<file path="config.mk">
export PLATFORM = sky130hd
export DESIGN_NAME = packet_scheduler_flat
export DESIGN_NICKNAME = d
export VERILOG_FILES = /design/src/rtl/packet_scheduler_pkg.sv /design/src/rtl/packet_scheduler_if.sv /design/src/rtl/packet_scheduler_rr_pick.sv /design/src/rtl/packet_scheduler.sv /design/src/flat_wrapper.sv
export SDC_FILE = /design/constraint.sdc
export NUM_CORES = 1
export LEC_CHECK = 0
export ABC_AREA = 0
export BUFFER_PORTS_ARGS = -buffer_cell sky130_fd_sc_hd__buf_2
export CORE_MARGIN = 3
export CORE_UTILIZATION = 55
export CTS_CLUSTER_DIAMETER = 60
export CTS_CLUSTER_SIZE = 40
export DETAILED_ROUTE_END_ITERATION = 8
export PLACE_DENSITY = 0.86
export SYNTH_ARGS = -nofsm -noshare
export SYNTH_HDL_FRONTEND = slang
export SYNTH_SLANG_ARGS = --single-unit
</file>
<file path="constraint.sdc">
create_clock -name clk -period 6.31 [get_ports clk]
set_input_delay 0.9465 -clock clk [delete_from_list [all_inputs] [get_ports clk]]
set_output_delay 0.9465 -clock clk [all_outputs]
set_load 0.05 [all_outputs]
</file>
<file path="src/rtl/packet_scheduler_pkg.sv">
// Shared types, widths and helpers for the packet scheduler.
package packet_scheduler_pkg;

  typedef enum logic [1:0] {
    ST_IDLE  = 2'd0,
    ST_OFFER = 2'd1,
    ST_NEXT  = 2'd2,
    ST_DROP  = 2'd3
  } state_e;

  localparam int DATA_W            = 64;
  localparam int TIMEOUT_BITS_DFLT = 16;
  localparam int TCOUNT_W          = 16;

  function automatic logic [TCOUNT_W-1:0] sat_inc(input logic [TCOUNT_W-1:0] v);
    return (&v) ? v : v + TCOUNT_W'(1);
  endfunction

endpackage

</file>
<file path="src/rtl/packet_scheduler_if.sv">
// Upstream word stream plus per-channel word-offer signals of the packet scheduler.
interface packet_scheduler_if #(
  parameter int CHANNELS = 4
);
  logic                                   in_valid;
  logic [packet_scheduler_pkg::DATA_W-1:0] in_data;
  logic                                   in_end;
  logic                                   in_ready;
  logic [CHANNELS-1:0]                    ch_enable;
  logic [CHANNELS-1:0]                    out_pop;
  logic [CHANNELS-1:0]                    out_nempty;
  logic [packet_scheduler_pkg::DATA_W-1:0] out_data;
  logic                                   out_end;

  modport master (
    output in_valid, in_data, in_end, ch_enable, out_pop,
    input  in_ready, out_nempty, out_data, out_end
  );

  modport slave (
    input  in_valid, in_data, in_end, ch_enable, out_pop,
    output in_ready, out_nempty, out_data, out_end
  );
endinterface

</file>
<file path="src/rtl/packet_scheduler_rr_pick.sv">
// Combinational round-robin picker: first enabled channel strictly after last_grant, wrapping.
module rr_pick #(
  parameter int CHANNELS = 4,
  parameter int CW       = (CHANNELS > 1) ? $clog2(CHANNELS) : 1
) (
  input  logic [CHANNELS-1:0] ch_enable,
  input  logic [CW-1:0]       last_grant,
  output logic [CHANNELS-1:0] grant_oh,
  output logic [CW-1:0]       grant_idx,
  output logic                grant_valid
);

  logic [CW-1:0] idx;

  always_comb begin
    grant_oh    = '0;
    grant_idx   = '0;
    grant_valid = 1'b0;
    idx         = '0;
    // Offset CHANNELS lands back on last_grant itself, so a lone enabled channel is re-granted.
    for (int off = 1; off <= CHANNELS; off++) begin
      idx = CW'((int'(last_grant) + off) % CHANNELS);
      if (!grant_valid && ch_enable[idx]) begin
        grant_valid    = 1'b1;
        grant_idx      = idx;
        grant_oh[idx]  = 1'b1;
      end
    end
  end

endmodule

</file>
<file path="src/rtl/packet_scheduler.sv">
// Assigns whole packets round-robin to enabled channels and offers them word by word,
// dropping the remainder of a packet whose channel stalls past the pop-wait timeout.
//
// state    | meaning
// ST_IDLE  | no packet; first word accepted if any channel enabled
// ST_OFFER | word offered on granted channel, waiting for pop or timeout
// ST_NEXT  | word popped, waiting for next word of the same packet
// ST_DROP  | channel timed out; swallowing words up to the packet end
module packet_scheduler
  import packet_scheduler_pkg::*;
#(
  parameter int CHANNELS     = 4,
  parameter int TIMEOUT_BITS = TIMEOUT_BITS_DFLT
) (
  input  logic                clk,
  input  logic                resetn,
  packet_scheduler_if.slave   bus,
  output logic                busy,
  output logic [TCOUNT_W-1:0] timeout_count
);

  localparam int CW = (CHANNELS > 1) ? $clog2(CHANNELS) : 1;
  localparam logic [TIMEOUT_BITS-1:0] TIMER_LAST = {{(TIMEOUT_BITS-1){1'b1}}, 1'b0};

  state_e                  state_q, state_d;
  logic [CW-1:0]           grant_q, grant_d;
  logic [CW-1:0]           last_grant_q, last_grant_d;
  logic [CHANNELS-1:0]     nempty_q, nempty_d;
  logic [DATA_W-1:0]       data_q, data_d;
  logic                    end_q, end_d;
  logic [TIMEOUT_BITS-1:0] timer_q, timer_d;
  logic [TCOUNT_W-1:0]     tcount_q, tcount_d;

  logic                    in_ready;
  logic                    accept;
  logic                    pop_hit;
  logic                    expire;
  logic [CHANNELS-1:0]     pick_oh;
  logic [CW-1:0]           pick_idx;
  logic                    pick_valid;

  rr_pick #(
    .CHANNELS (CHANNELS),
    .CW       (CW)
  ) u_rr_pick (
    .ch_enable   (bus.ch_enable),
    .last_grant  (last_grant_q),
    .grant_oh    (pick_oh),
    .grant_idx   (pick_idx),
    .grant_valid (pick_valid)
  );

  always_comb begin
    in_ready = 1'b0;
    if (resetn) begin
      case (state_q)
        ST_IDLE:  in_ready = pick_valid;
        ST_NEXT:  in_ready = 1'b1;
        ST_DROP:  in_ready = 1'b1;
        default:  in_ready = 1'b0;
      endcase
    end
  end

  assign accept  = bus.in_valid && in_ready;
  assign pop_hit = bus.out_pop[grant_q];
  // Timer value is compared before the increment so expiry lands on cycle 2^N-1 of the offer.
  assign expire  = (timer_q == TIMER_LAST);

  always_comb begin
    state_d      = state_q;
    grant_d      = grant_q;
    last_grant_d = last_grant_q;
    nempty_d     = nempty_q;
    data_d       = data_q;
    end_d        = end_q;
    timer_d      = timer_q;
    tcount_d     = tcount_q;

    case (state_q)
      ST_IDLE: begin
        if (accept) begin
          grant_d  = pick_idx;
          nempty_d = pick_oh;
          data_d   = bus.in_data;
          end_d    = bus.in_end;
          timer_d  = '0;
          state_d  = ST_OFFER;
        end
      end
      ST_OFFER: begin
        timer_d = timer_q + TIMEOUT_BITS'(1);
        if (pop_hit) begin
          nempty_d = '0;
          if (end_q) begin
            last_grant_d = grant_q;
            state_d      = ST_IDLE;
          end else begin
            state_d = ST_NEXT;
          end
        end else if (expire) begin
          nempty_d = '0;
          tcount_d = sat_inc(tcount_q);
          if (end_q) begin
            last_grant_d = grant_q;
            state_d      = ST_IDLE;
          end else begin
            state_d = ST_DROP;
          end
        end
      end
      ST_NEXT: begin
        if (accept) begin
          nempty_d          = '0;
          nempty_d[grant_q] = 1'b1;
          data_d            = bus.in_data;
          end_d             = bus.in_end;
          timer_d           = '0;
          state_d           = ST_OFFER;
        end
      end
      ST_DROP: begin
        if (accept && bus.in_end) begin
          last_grant_d = grant_q;
          state_d      = ST_IDLE;
        end
      end
      default: state_d = ST_IDLE;
    endcase
  end

  always_ff @(posedge clk) begin
    if (!resetn) begin
      state_q      <= ST_IDLE;
      grant_q      <= '0;
      last_grant_q <= CW'(CHANNELS - 1);
      nempty_q     <= '0;
      data_q       <= '0;
      end_q        <= 1'b0;
      timer_q      <= '0;
      tcount_q     <= '0;
    end else begin
      state_q      <= state_d;
      grant_q      <= grant_d;
      last_grant_q <= last_grant_d;
      nempty_q     <= nempty_d;
      data_q       <= data_d;
      end_q        <= end_d;
      timer_q      <= timer_d;
      tcount_q     <= tcount_d;
    end
  end

  assign bus.in_ready   = in_ready;
  assign bus.out_nempty = nempty_q;
  assign bus.out_data   = data_q;
  assign bus.out_end    = end_q;
  assign busy           = (state_q != ST_IDLE);
  assign timeout_count  = tcount_q;

endmodule

</file>
<file path="src/flat_wrapper.sv">
// flat-port wrapper written by rule: the top's interface ports become plain ports
module packet_scheduler_flat import packet_scheduler_pkg::*;
#(
  parameter int CHANNELS     = 4,
  parameter int TIMEOUT_BITS = TIMEOUT_BITS_DFLT
)
  (clk, resetn, busy, timeout_count, bus_in_valid, bus_in_data, bus_in_end, bus_ch_enable, bus_out_pop, bus_in_ready, bus_out_nempty, bus_out_data, bus_out_end);
  packet_scheduler_if #(.CHANNELS(CHANNELS)) bus_i ();
  input  logic clk;
  input  logic resetn;
  output logic busy;
  output logic [TCOUNT_W-1:0] timeout_count;
  input wire logic [$bits(bus_i.in_valid)-1:0] bus_in_valid;
  input wire logic [$bits(bus_i.in_data)-1:0] bus_in_data;
  input wire logic [$bits(bus_i.in_end)-1:0] bus_in_end;
  input wire logic [$bits(bus_i.ch_enable)-1:0] bus_ch_enable;
  input wire logic [$bits(bus_i.out_pop)-1:0] bus_out_pop;
  output wire logic [$bits(bus_i.in_ready)-1:0] bus_in_ready;
  output wire logic [$bits(bus_i.out_nempty)-1:0] bus_out_nempty;
  output wire logic [$bits(bus_i.out_data)-1:0] bus_out_data;
  output wire logic [$bits(bus_i.out_end)-1:0] bus_out_end;
  assign bus_i.in_valid = bus_in_valid;
  assign bus_i.in_data = bus_in_data;
  assign bus_i.in_end = bus_in_end;
  assign bus_i.ch_enable = bus_ch_enable;
  assign bus_i.out_pop = bus_out_pop;
  assign bus_in_ready = bus_i.in_ready;
  assign bus_out_nempty = bus_i.out_nempty;
  assign bus_out_data = bus_i.out_data;
  assign bus_out_end = bus_i.out_end;
  packet_scheduler #(.CHANNELS(CHANNELS), .TIMEOUT_BITS(TIMEOUT_BITS)) u_core (.clk(clk), .resetn(resetn), .bus(bus_i), .busy(busy), .timeout_count(timeout_count));
endmodule
</file>
==> flow_summary_export.csv, run 1 <==
group,metric,value,unit
status,outcome,"complete, no violations",
yosys,ys_top_cells_by_area,"dfxtp_1 (43%), nand2_1 (12%), a21oi_1 (8.2%)",
timing,slew_violations,0,
cts,clock_latency,0.37,ns
detailed_routing,drt_first_pass_iters,6,
yosys,synth.most_common_cell,"nand2_1",
timing,finClkSkew,0.0169,ns
critical_path,rr_worst_depth,7,
floorplanning,num_rows,34,
detailed_routing,routed_wl,12800,um
timing,fin_crit,3.48,ns
power_and_ir_drop,leakagePower,2.56,nW
critical_path,rr_startpoint,"u_core.state_q[0]$_SDFFE_PN0P_",
critical_path,rr_endpoint,"u_core.timer_q[15]$_SDFFE_PN0P_",
timing,finalHoldViolations,0,
min_path,hold_depth,2,
min_path,holdPathEnd,"u_core.bus.out_data[0]$_SDFFE_PN0P_",
yosys,synth_common_cells,"nand2_1 (154), dfxtp_1 (107), a21oi_1 (82), clkbuf_1 (30), nor2_1 (29)",
global_routing,grt_pass1_wl,20000,um
yosys,synth-main-ff-cell,"dfxtp_1",
critical_path,critPathSlowestCell,"o21ai_4",
cts,holdBufCountCts,0,
floorplanning,initial_utilization,57.0,%
layout,drive_above_1_share,25.9,%
detailed_routing,via_count,4908,
timing,worst_hold_slack,0.456,ns
yosys,yosysTopAreaCellShare,42.9,%
cts,cts.sinks,107,
layout,n_fill_cell,740,
cts,post_cts_buffers,0,
placement,io_buffers,162,
timing,rsz0062_at_grt,"false",
yosys,synth_cells,627,
detailed_routing,drtIter0Drc,212,
detailed_routing,viasPerCell,5.60,
floorplanning,coreArea,8760,um^2
detailed_routing,routedWlPerCell,14.6,um
floorplanning,die_area,10300,um^2
cts,path_clk_slew,0.10,ns
critical_path,path_cells,"buf_2, or4_1, o21a_1, o21ai_4, buf_4, nand2_1, a221oi_1",
timing,period_share,55.2,%
global_routing,grt_usage,23.6,%
critical_path,critical_path_class,"input port to register",
placement,hpwl,9240,um
detailed_routing,drc,0,
floorplanning,chipHeight,101,um
cts,cts_buffer_depth,2,
yosys,syn_nets,720,
yosys,synthArstFlopShare,0,%
min_path,holdCritStartpoint,"u_core.bus.out_data[0]$_SDFFE_PN0P_",
critical_path,cp_max_fo,38,
min_path,hp-class,"register to register",
timing,tightest_slew,1.21,ns
timing,relSlewSlack,19.0,%
yosys,synth_top_cell_by_area,"dfxtp_1",
timing,setup_viol,0,
detailed_routing,antenna_left,0,
critical_path,start_kind,"input port",
floorplanning,die-width,101,um
cts,cts_resized,0,
cts,htree_levels,3,
cts,cts_tree,"done",
placement,gp_congestion,0.921,
critical_path,required,6.57,ns
cts,cts_root_buf,"clkbuf_8",
timing,setup-tns-final,0,ns
yosys,synth.distinct_cells,59,
critical_path,regToRegSetupSlack,3.24,ns
power_and_ir_drop,p_per_area,307,nW/um^2
layout,layout.nets,857,
power_and_ir_drop,ir_drop,0.177,mV
critical_path,slowest_delay,0.70,ns
global_routing,antenna_found_initial,0,
layout,syn_to_final_growth,20.3,%
floorplanning,boundaryPins,163,
layout,n_antenna_cell,0,
cts,tritoncts.num_buffers,9,
timing,max_freq,287,MHz
yosys,syn_area_per_cell,7.97,um^2
yosys,synth-seq-area-share,42.9,%
global_routing,gr-total-overflow,0,
critical_path,end_kind,"register",
yosys,netlist_area,5000,um^2
critical_path,arrival,3.75,ns
global_routing,grt_pass1_vias,4420,
yosys,synth_warnings,0,
yosys,synth_edf_count,0,
run,drv_cap,0,
global_routing,grt_start_max_net_pins,90,
yosys,synth-seq-cells,107,
-- how the worst max path moves through the flow --
stage	slack, ns	startpoint	depth (start not counted)	to
floorplan	2.78	resetn	4	bus_in_ready
global placement	2.59	bus_ch_enable[1]	7	u_core.timer_q[11]$_SDFFE_PN0P_
detailed placement	2.47	bus_ch_enable[1]	7	u_core.timer_q[11]$_SDFFE_PN0P_
CTS	2.85	bus_ch_enable[1]	7	u_core.timer_q[11]$_SDFFE_PN0P_
global route	2.65	bus_ch_enable[1]	7	u_core.timer_q[11]$_SDFFE_PN0P_
finish	2.83	bus_ch_enable[1]	7	u_core.timer_q[11]$_SDFFE_PN0P_
-- critical path, delay by kind of cell --
kind | cells | cell delay [ns]
AO/OA/AOI/OAI | 3 | 1.26
buffers and inverters | 2 | 0.65
AND/OR/NAND/NOR | 2 | 0.87
-- area by class of cell --
type	instances	area, um^2	share of cell area, %
inverter	18	67.6	1.12
sequential	107	2140	35.6
multi-input combinational	463	2630	43.7
tap	108	135	2.25
clock inverter	7	85.1	1.42
timing repair buffer	165	833	13.9
clock buffer	9	124	2.06
-- flip-flops by register name, indices dropped and copies added (netlist names) --
name,count
u_core.bus.out_data,64
u_core.bus.out_end,1
u_core.bus.out_nempty,4
u_core.grant_q,2
u_core.last_grant_q,2
u_core.state_q,2
u_core.timeout_count,16
u_core.timer_q,16
-- cells by family (layout without fill, tap and decap cells) --
| group | Yosys count | in the layout | synth area share [%] |
|---|---|---|---|
| flops | 107 | 107 | 42.9 |
| fa+ha+maj | 17 | 17 | 4.26 |
| simple gates | 273 | 273 | 25.5 |
| compound gates | 154 | 154 | 18.2 |
| xor+xnor | 11 | 11 | 1.93 |
| buf+inv | 57 | 199 | 4.78 |
| mux | 8 | 8 | 2.40 |
-- layout by cell type, fill, tap and decap left out, types with 7 or more instances in the layout --
cell / n
a21oi_1: 82
a31oi_1: 11
and3_1: 8
buf_2: 162
clkbuf_8: 9
dfxtp_1: 107
ha_1: 17
inv_1: 17
nand2_1: 154
nand3_1: 15
nand4_1: 9
nor2_1: 29
nor3_1: 9
nor3b_1: 7
nor4_1: 7
o21ai_0: 22
xnor2_1: 8
-- metal layers --
layer	vias to the layer above	share of wire, %	GRT usage [%]
li1	2446	-	-
met1	2268	41	28.4
met2	166	51	41.8
met3	28	6.0	3.79
met4	0	2.3	9.61
met5	-	0	0
-- power breakdown --
group          switching (W)  internal, W
combinational       0.000460     0.000163
clock               0.000245     0.000191
sequential         0.0000417     0.000743
total               0.000747      0.00110
-- stage by stage --
step,utilization [%],total power [W],setup WS [ns],cell area (um^2),instances
after detailed placement,66.2,0.00142,2.47,5800,861
final,68.6,0.00184,2.83,6010,877
after CTS,68.6,0.00185,2.85,6010,877
after floorplan,-,0.00127,2.78,5000,627
after global placement,66.2,0.00140,2.59,5800,861
after global routing,68.6,0.00193,2.65,6010,877
No activity file was read; power rests on OpenSTA's default activity.
==> inputs of run 2 (changes only) <==
--- a/config.mk
+++ b/config.mk
@@ -8,11 +8,11 @@
 export ABC_AREA = 0
 export BUFFER_PORTS_ARGS = -buffer_cell sky130_fd_sc_hd__buf_2
 export CORE_MARGIN = 3
-export CORE_UTILIZATION = 55
+export CORE_UTILIZATION = 51
 export CTS_CLUSTER_DIAMETER = 60
 export CTS_CLUSTER_SIZE = 40
 export DETAILED_ROUTE_END_ITERATION = 8
-export PLACE_DENSITY = 0.86
+export PLACE_DENSITY = 0.8
 export SYNTH_ARGS = -nofsm -noshare
 export SYNTH_HDL_FRONTEND = slang
 export SYNTH_SLANG_ARGS = --single-unit
==> constraint.sdc (replaced) <==
create_clock -name clk -period 3.6 [get_ports clk]
set_input_delay 0.54 -clock clk [delete_from_list [all_inputs] [get_ports clk]]
set_output_delay 0.54 -clock clk [all_outputs]
set_load 0.05 [all_outputs]
==> run 2 against run 1 <==
Against the previous run:
- register-to-register slack got worse by 2.6 ns
- non-clock buffer count increased by 2
- first-iteration DRC count increased by 70%
- combinational power increased by 76%
- via count decreased by 0.33%
- cell count increased by 2.6%
- core utilization decreased by 4.3 points
- global-route usage decreased by 1.8 points
- clock-buffer cell count increased by 1
- critical path depth unchanged
- worst setup slack got worse by 2.2 ns
- critical path type is now register to register
- largest cell class unchanged
==> flow_summary_export.csv, run 2 (synthesis gave the netlist of run 1 again) <==
group,metric,value,unit
layout,n_fill_cell,863,
timing,finClkSkew,0.0131,ns
critical_path,regToRegSetupSlack,0.65,ns
critical_path,critical_path_class,"register to register",
power_and_ir_drop,sw_frac_of_total,41.2,%
layout,drive_above_1_share,25.9,%
critical_path,end_kind,"register",
detailed_routing,routedWlPerCell,13.8,um
critical_path,slowest_delay,0.69,ns
layout,layout.nets,859,
layout,final_common_cell,"buf_2",
layout,stdcell_area,6030,um^2
floorplanning,boundaryPins,163,
power_and_ir_drop,p_clk_share,21.9,%
timing,slew_violations,0,
critical_path,required,3.88,ns
cts,path_clk_slew,0.11,ns
cts,cts_resized,0,
layout,syn_to_final_growth,20.6,%
floorplanning,num_rows,35,
min_path,holdCritStartpoint,"bus_in_data[63]",
placement,dpl_cell_area,5840,um^2
timing,period_share,82.0,%
timing,relSlewSlack,19.6,%
cts,cts.sinks,107,
timing,max_freq,339,MHz
cts,cts_root_buf,"clkbuf_8",
floorplanning,coreArea,9370,um^2
cts,holdBufCountCts,0,
detailed_routing,drc,0,
placement,gp_congestion,0.928,
global_routing,antenna_found_initial,0,
critical_path,start_kind,"register",
critical_path,cp_max_fo,11,
detailed_routing,drt_first_pass_iters,5,
critical_path,arrival,3.23,ns
timing,finalHoldViolations,0,
global_routing,gr-total-overflow,0,
layout,n_antenna_cell,0,
placement,hpwl,8910,um
global_routing,grt_pass1_vias,4386,
floorplanning,initial_utilization,53.3,%
power_and_ir_drop,ir_drop,0.354,mV
layout,final_cell_mix,"buf_2 (162), nand2_1 (154), dfxtp_1 (107), a21oi_1 (82), nor2_1 (29)",
cts,clock_latency,0.36,ns
critical_path,critPathSlowestCell,"nor4_1",
cts,tritoncts.num_buffers,9,
status,outcome,"complete, no violations",
detailed_routing,viasPerCell,5.44,
detailed_routing,via_count,4892,
timing,fin_crit,2.95,ns
critical_path,crit_start,"u_core.state_q[0]$_SDFFE_PN0P_",
min_path,hp-class,"input port to register",
critical_path,rr_startpoint,"u_core.state_q[0]$_SDFFE_PN0P_",
timing,setup_viol,0,
detailed_routing,drtIter0Drc,361,
power_and_ir_drop,p_per_area,525,nW/um^2
global_routing,grt_pass1_wl,20300,um
cts,htree_levels,3,
power_and_ir_drop,p_comb_share,34.7,%
detailed_routing,antenna_left,0,
power_and_ir_drop,p_sw,0.00130,W
global_routing,grt_start_max_net_pins,89,
run,drv_cap,0,
cts,cts_buffer_depth,2,
power_and_ir_drop,leakagePower,2.56,nW
timing,tightest_slew,1.21,ns
timing,setup-tns-final,0,ns
detailed_routing,routed_wl,12400,um
floorplanning,chipHeight,105,um
layout,largest_reg_flops,64,
floorplanning,die-width,105,um
timing,rsz0062_at_grt,"false",
placement,io_buffers,162,
power_and_ir_drop,internal_power,0.00186,W
global_routing,grt_usage,21.8,%
cts,cts_tree,"done",
power_and_ir_drop,pwr-share-seq,43.4,%
cts,post_cts_buffers,0,
floorplanning,die_area,11000,um^2
critical_path,path_cells,"inv_1, ha_1, or3b_2, nor4_1, nand3_1, or2_2, a21oi_1",
[run 2: power by group through the flow]
stage	combinational [W]	sequential, W	clock [W]
after floorplan	0.000469	0.00176	0
after global placement	0.00107	0.00139	0
after detailed placement	0.00110	0.00140	0
after CTS	0.00110	0.00137	0.000723
after global routing	0.00118	0.00139	0.000763
final	0.00110	0.00137	0.000694
[run 2: per-stage QoR]
step / power [W] / setup WS (ns) / utilization (%) / hold slack [ns] / cells
after floorplan: 0.00223 / 0.888 / - / 0.427 / 627
after global placement: 0.00247 / 0.867 / 62.4 / 0.439 / 884
after detailed placement: 0.00249 / 0.729 / 62.4 / 0.443 / 884
after CTS: 0.00319 / 0.698 / 64.3 / 0.378 / 900
after global routing: 0.00333 / 0.369 / 64.3 / 0.376 / 900
final: 0.00316 / 0.646 / 64.3 / 0.399 / 900
[run 2: worst max-delay path: cells and delay by family, from the launching register on]
kind,cells,cell delay (ns)
and+or+nand+nor,4,1.82
adders and majority gates,1,0.34
DFF,1,0.47
AOI/OAI and AO/OA,1,0.15
buffers and inverters,1,0.10
[run 2: final timing paths]
path                                               end  cells past startpoint
setup / recovery       u_core.timer_q[13]$_SDFFE_PN0P_                      7
hold / removal    u_core.bus.out_data[63]$_SDFFE_PN0P_                      3
setup reg to reg       u_core.timer_q[13]$_SDFFE_PN0P_                      7
hold reg to reg   u_core.bus.out_data[39]$_SDFFE_PN0P_                      2
[run 2: final cells by class]
cell class / count / area [um^2] / area share [%]
repair buffers: 167 / 848 / 14.1
inverters: 18 / 67.6 / 1.12
multi-input cells: 463 / 2630 / 43.5
clock buffers: 10 / 128 / 2.12
clock inverters: 6 / 56.3 / 0.934
flip-flops and latches: 107 / 2140 / 35.5
well taps: 129 / 161 / 2.68
[run 2: layer usage]
layer | GRT usage (%) | vias to the layer above | wire length, um
li1 | - | 2460 | -
met1 | 27.1 | 2259 | 5340
met2 | 37.2 | 150 | 6130
met3 | 5.13 | 23 | 644
met4 | 7.40 | 0 | 269
met5 | 0 | - | 0
==> inputs of run 3 (changes only) <==
==> constraint.sdc (replaced) <==
create_clock -name clk -period 3.05 [get_ports clk]
set_input_delay 0.4575 -clock clk [delete_from_list [all_inputs] [get_ports clk]]
set_output_delay 0.4575 -clock clk [all_outputs]
set_load 0.05 [all_outputs]
==> run 3 against run 2 <==
Against the previous run:
- sequential power grew 18%
- global-route usage grew 0.80 points
- power grew 19%
- cell count grew 0.44%
- clock power grew 19%
- largest power group unchanged
- sequential share of layout area shrank 0.27 points
- critical path depth grew 1
- core utilization grew 0.49 points
- non-clock buffer count grew 4
==> flow_summary_export.csv, run 3 (synthesis gave the netlist of run 1 again) <==
group,metric,value,unit
power_and_ir_drop,p_per_area,619,nW/um^2
placement,dpl_cell_area,5890,um^2
cts,htree_levels,3,
critical_path,required,3.29,ns
layout,final_cell_mix,"buf_2 (162), nand2_1 (154), dfxtp_1 (107), a21oi_1 (82), nor2_1 (29)",
detailed_routing,drtIter0Drc,410,
power_and_ir_drop,leakagePower,2.58,nW
power_and_ir_drop,sw_frac_of_total,41.2,%
power_and_ir_drop,internal_power,0.00221,W
global_routing,gr-total-overflow,0,
timing,max_freq,378,MHz
placement,gp_congestion,0.899,
floorplanning,boundaryPins,163,
floorplanning,die-width,105,um
cts,cts_root_buf,"clkbuf_8",
cts,path_clk_slew,0.11,ns
timing,rsz0062_at_grt,"false",
status,outcome,"complete, no violations",
timing,setup_viol,0,
placement,io_buffers,162,
cts,post_cts_buffers,0,
global_routing,antenna_found_initial,0,
floorplanning,coreArea,9370,um^2
critical_path,end_kind,"register",
global_routing,grt_start_max_net_pins,89,
timing,finClkSkew,0.0175,ns
critical_path,critical_path_class,"register to register",
min_path,hp-class,"input port to register",
detailed_routing,via_count,4892,
detailed_routing,viasPerCell,5.41,
layout,syn_to_final_growth,21.6,%
global_routing,grt_usage,22.6,%
timing,relSlewSlack,39.8,%
global_routing,grt_pass1_vias,4694,
placement,hpwl,9040,um
detailed_routing,routedWlPerCell,14.0,um
timing,slew_violations,0,
timing,finalHoldViolations,0,
detailed_routing,routed_wl,12600,um
timing,tightest_slew,0.903,ns
cts,cts_buffer_depth,2,
cts,tritoncts.num_buffers,9,
power_and_ir_drop,pwr-share-seq,43.0,%
global_routing,grt_pass1_wl,21300,um
layout,layout.nets,863,
power_and_ir_drop,p_sw,0.00155,W
layout,drive_above_1_share,26.3,%
power_and_ir_drop,p_comb_share,35.0,%
timing,fin_crit,2.64,ns
power_and_ir_drop,p_clk_share,22.0,%
detailed_routing,antenna_left,0,
floorplanning,die_area,11000,um^2
power_and_ir_drop,ir_drop,0.359,mV
cts,cts_resized,0,
run,drv_cap,0,
floorplanning,initial_utilization,53.3,%
timing,period_share,86.6,%
floorplanning,chipHeight,105,um
cts,clock_latency,0.36,ns
critical_path,cp_max_fo,11,
layout,n_antenna_cell,0,
layout,stdcell_area,6070,um^2
floorplanning,num_rows,35,
layout,largest_reg_flops,64,
critical_path,start_kind,"register",
critical_path,arrival,2.89,ns
detailed_routing,drc,0,
layout,n_fill_cell,843,
cts,cts.sinks,107,
detailed_routing,drt_first_pass_iters,5,
cts,cts_tree,"done",
cts,holdBufCountCts,0,
layout,final_common_cell,"buf_2",
timing,setup-tns-final,0,ns
==> run 3: per-stage QoR <==
step,setup WS (ns),std cells,util [%],power (W),hold WS [ns]
final,0.407,904,64.8,0.00376,0.320
after floorplan,0.393,627,-,0.00263,0.427
after CTS,0.433,904,64.8,0.00379,0.313
after global routing,0.229,904,64.8,0.00396,0.315
after global placement,0.535,888,62.8,0.00294,0.439
after detailed placement,0.464,888,62.8,0.00297,0.443
==> run 3: path summary, 6_finish.rpt <==
| path | cells after the start | slack (ns) | start | endpoint |
|---|---|---|---|---|
| setup / recovery | 8 | 0.41 | u_core.state_q[0]$_SDFFE_PN0P_ | u_core.timer_q[15]$_SDFFE_PN0P_ |
| hold / removal | 3 | 0.32 | bus_in_data[34] | u_core.bus.out_data[34]$_SDFFE_PN0P_ |
| setup reg to reg | 8 | 0.41 | u_core.state_q[0]$_SDFFE_PN0P_ | u_core.timer_q[15]$_SDFFE_PN0P_ |
| hold reg to reg | 2 | 0.46 | u_core.bus.out_data[13]$_SDFFE_PN0P_ | u_core.bus.out_data[13]$_SDFFE_PN0P_ |
==> run 3: area by class of cell <==
class / instances / area (um^2) / share of cell area [%]
Clock buffer: 10 / 128 / 2.10
Timing Repair Buffer: 171 / 891 / 14.7
Multi-Input combinational cell: 463 / 2630 / 43.2
Sequential cell: 107 / 2140 / 35.3
Tap cell: 129 / 161 / 2.66
Inverter: 18 / 67.6 / 1.11
Clock inverter: 6 / 60.1 / 0.989
==> run 3: power by group through the flow <==
| stage | sequential, W | clock (W) | combinational, W |
|---|---|---|---|
| 2_1_floorplan | 0.00208 | 0 | 0.000553 |
| 3_3_place_gp | 0.00164 | 0 | 0.00129 |
| 3_5_place_dp | 0.00165 | 0 | 0.00132 |
| 4_1_cts | 0.00162 | 0.000848 | 0.00132 |
| 5_1_grt | 0.00164 | 0.000909 | 0.00142 |
| 6_report | 0.00162 | 0.000827 | 0.00132 |
==> run 3: routing by layer <==
layer / track usage (%) / share of wire [%] / vias to the layer above
li1: - / - / 2458
met1: 28.3 / 42 / 2255
met2: 39.2 / 51 / 157
met3: 4.69 / 6.0 / 22
met4: 6.56 / 1.6 / 0
met5: 0 / 0 / -
==> run 3: worst max-delay path, stage by stage, from the launching register on <==
cell and delay [ns]:
dfxtp_1 0.46, inv_1 0.10, ha_1 0.34, or3b_2 0.63, nor4_1 0.33, buf_4 0.19
nand4_1 0.11, and3_1 0.20, o21a_1 0.17
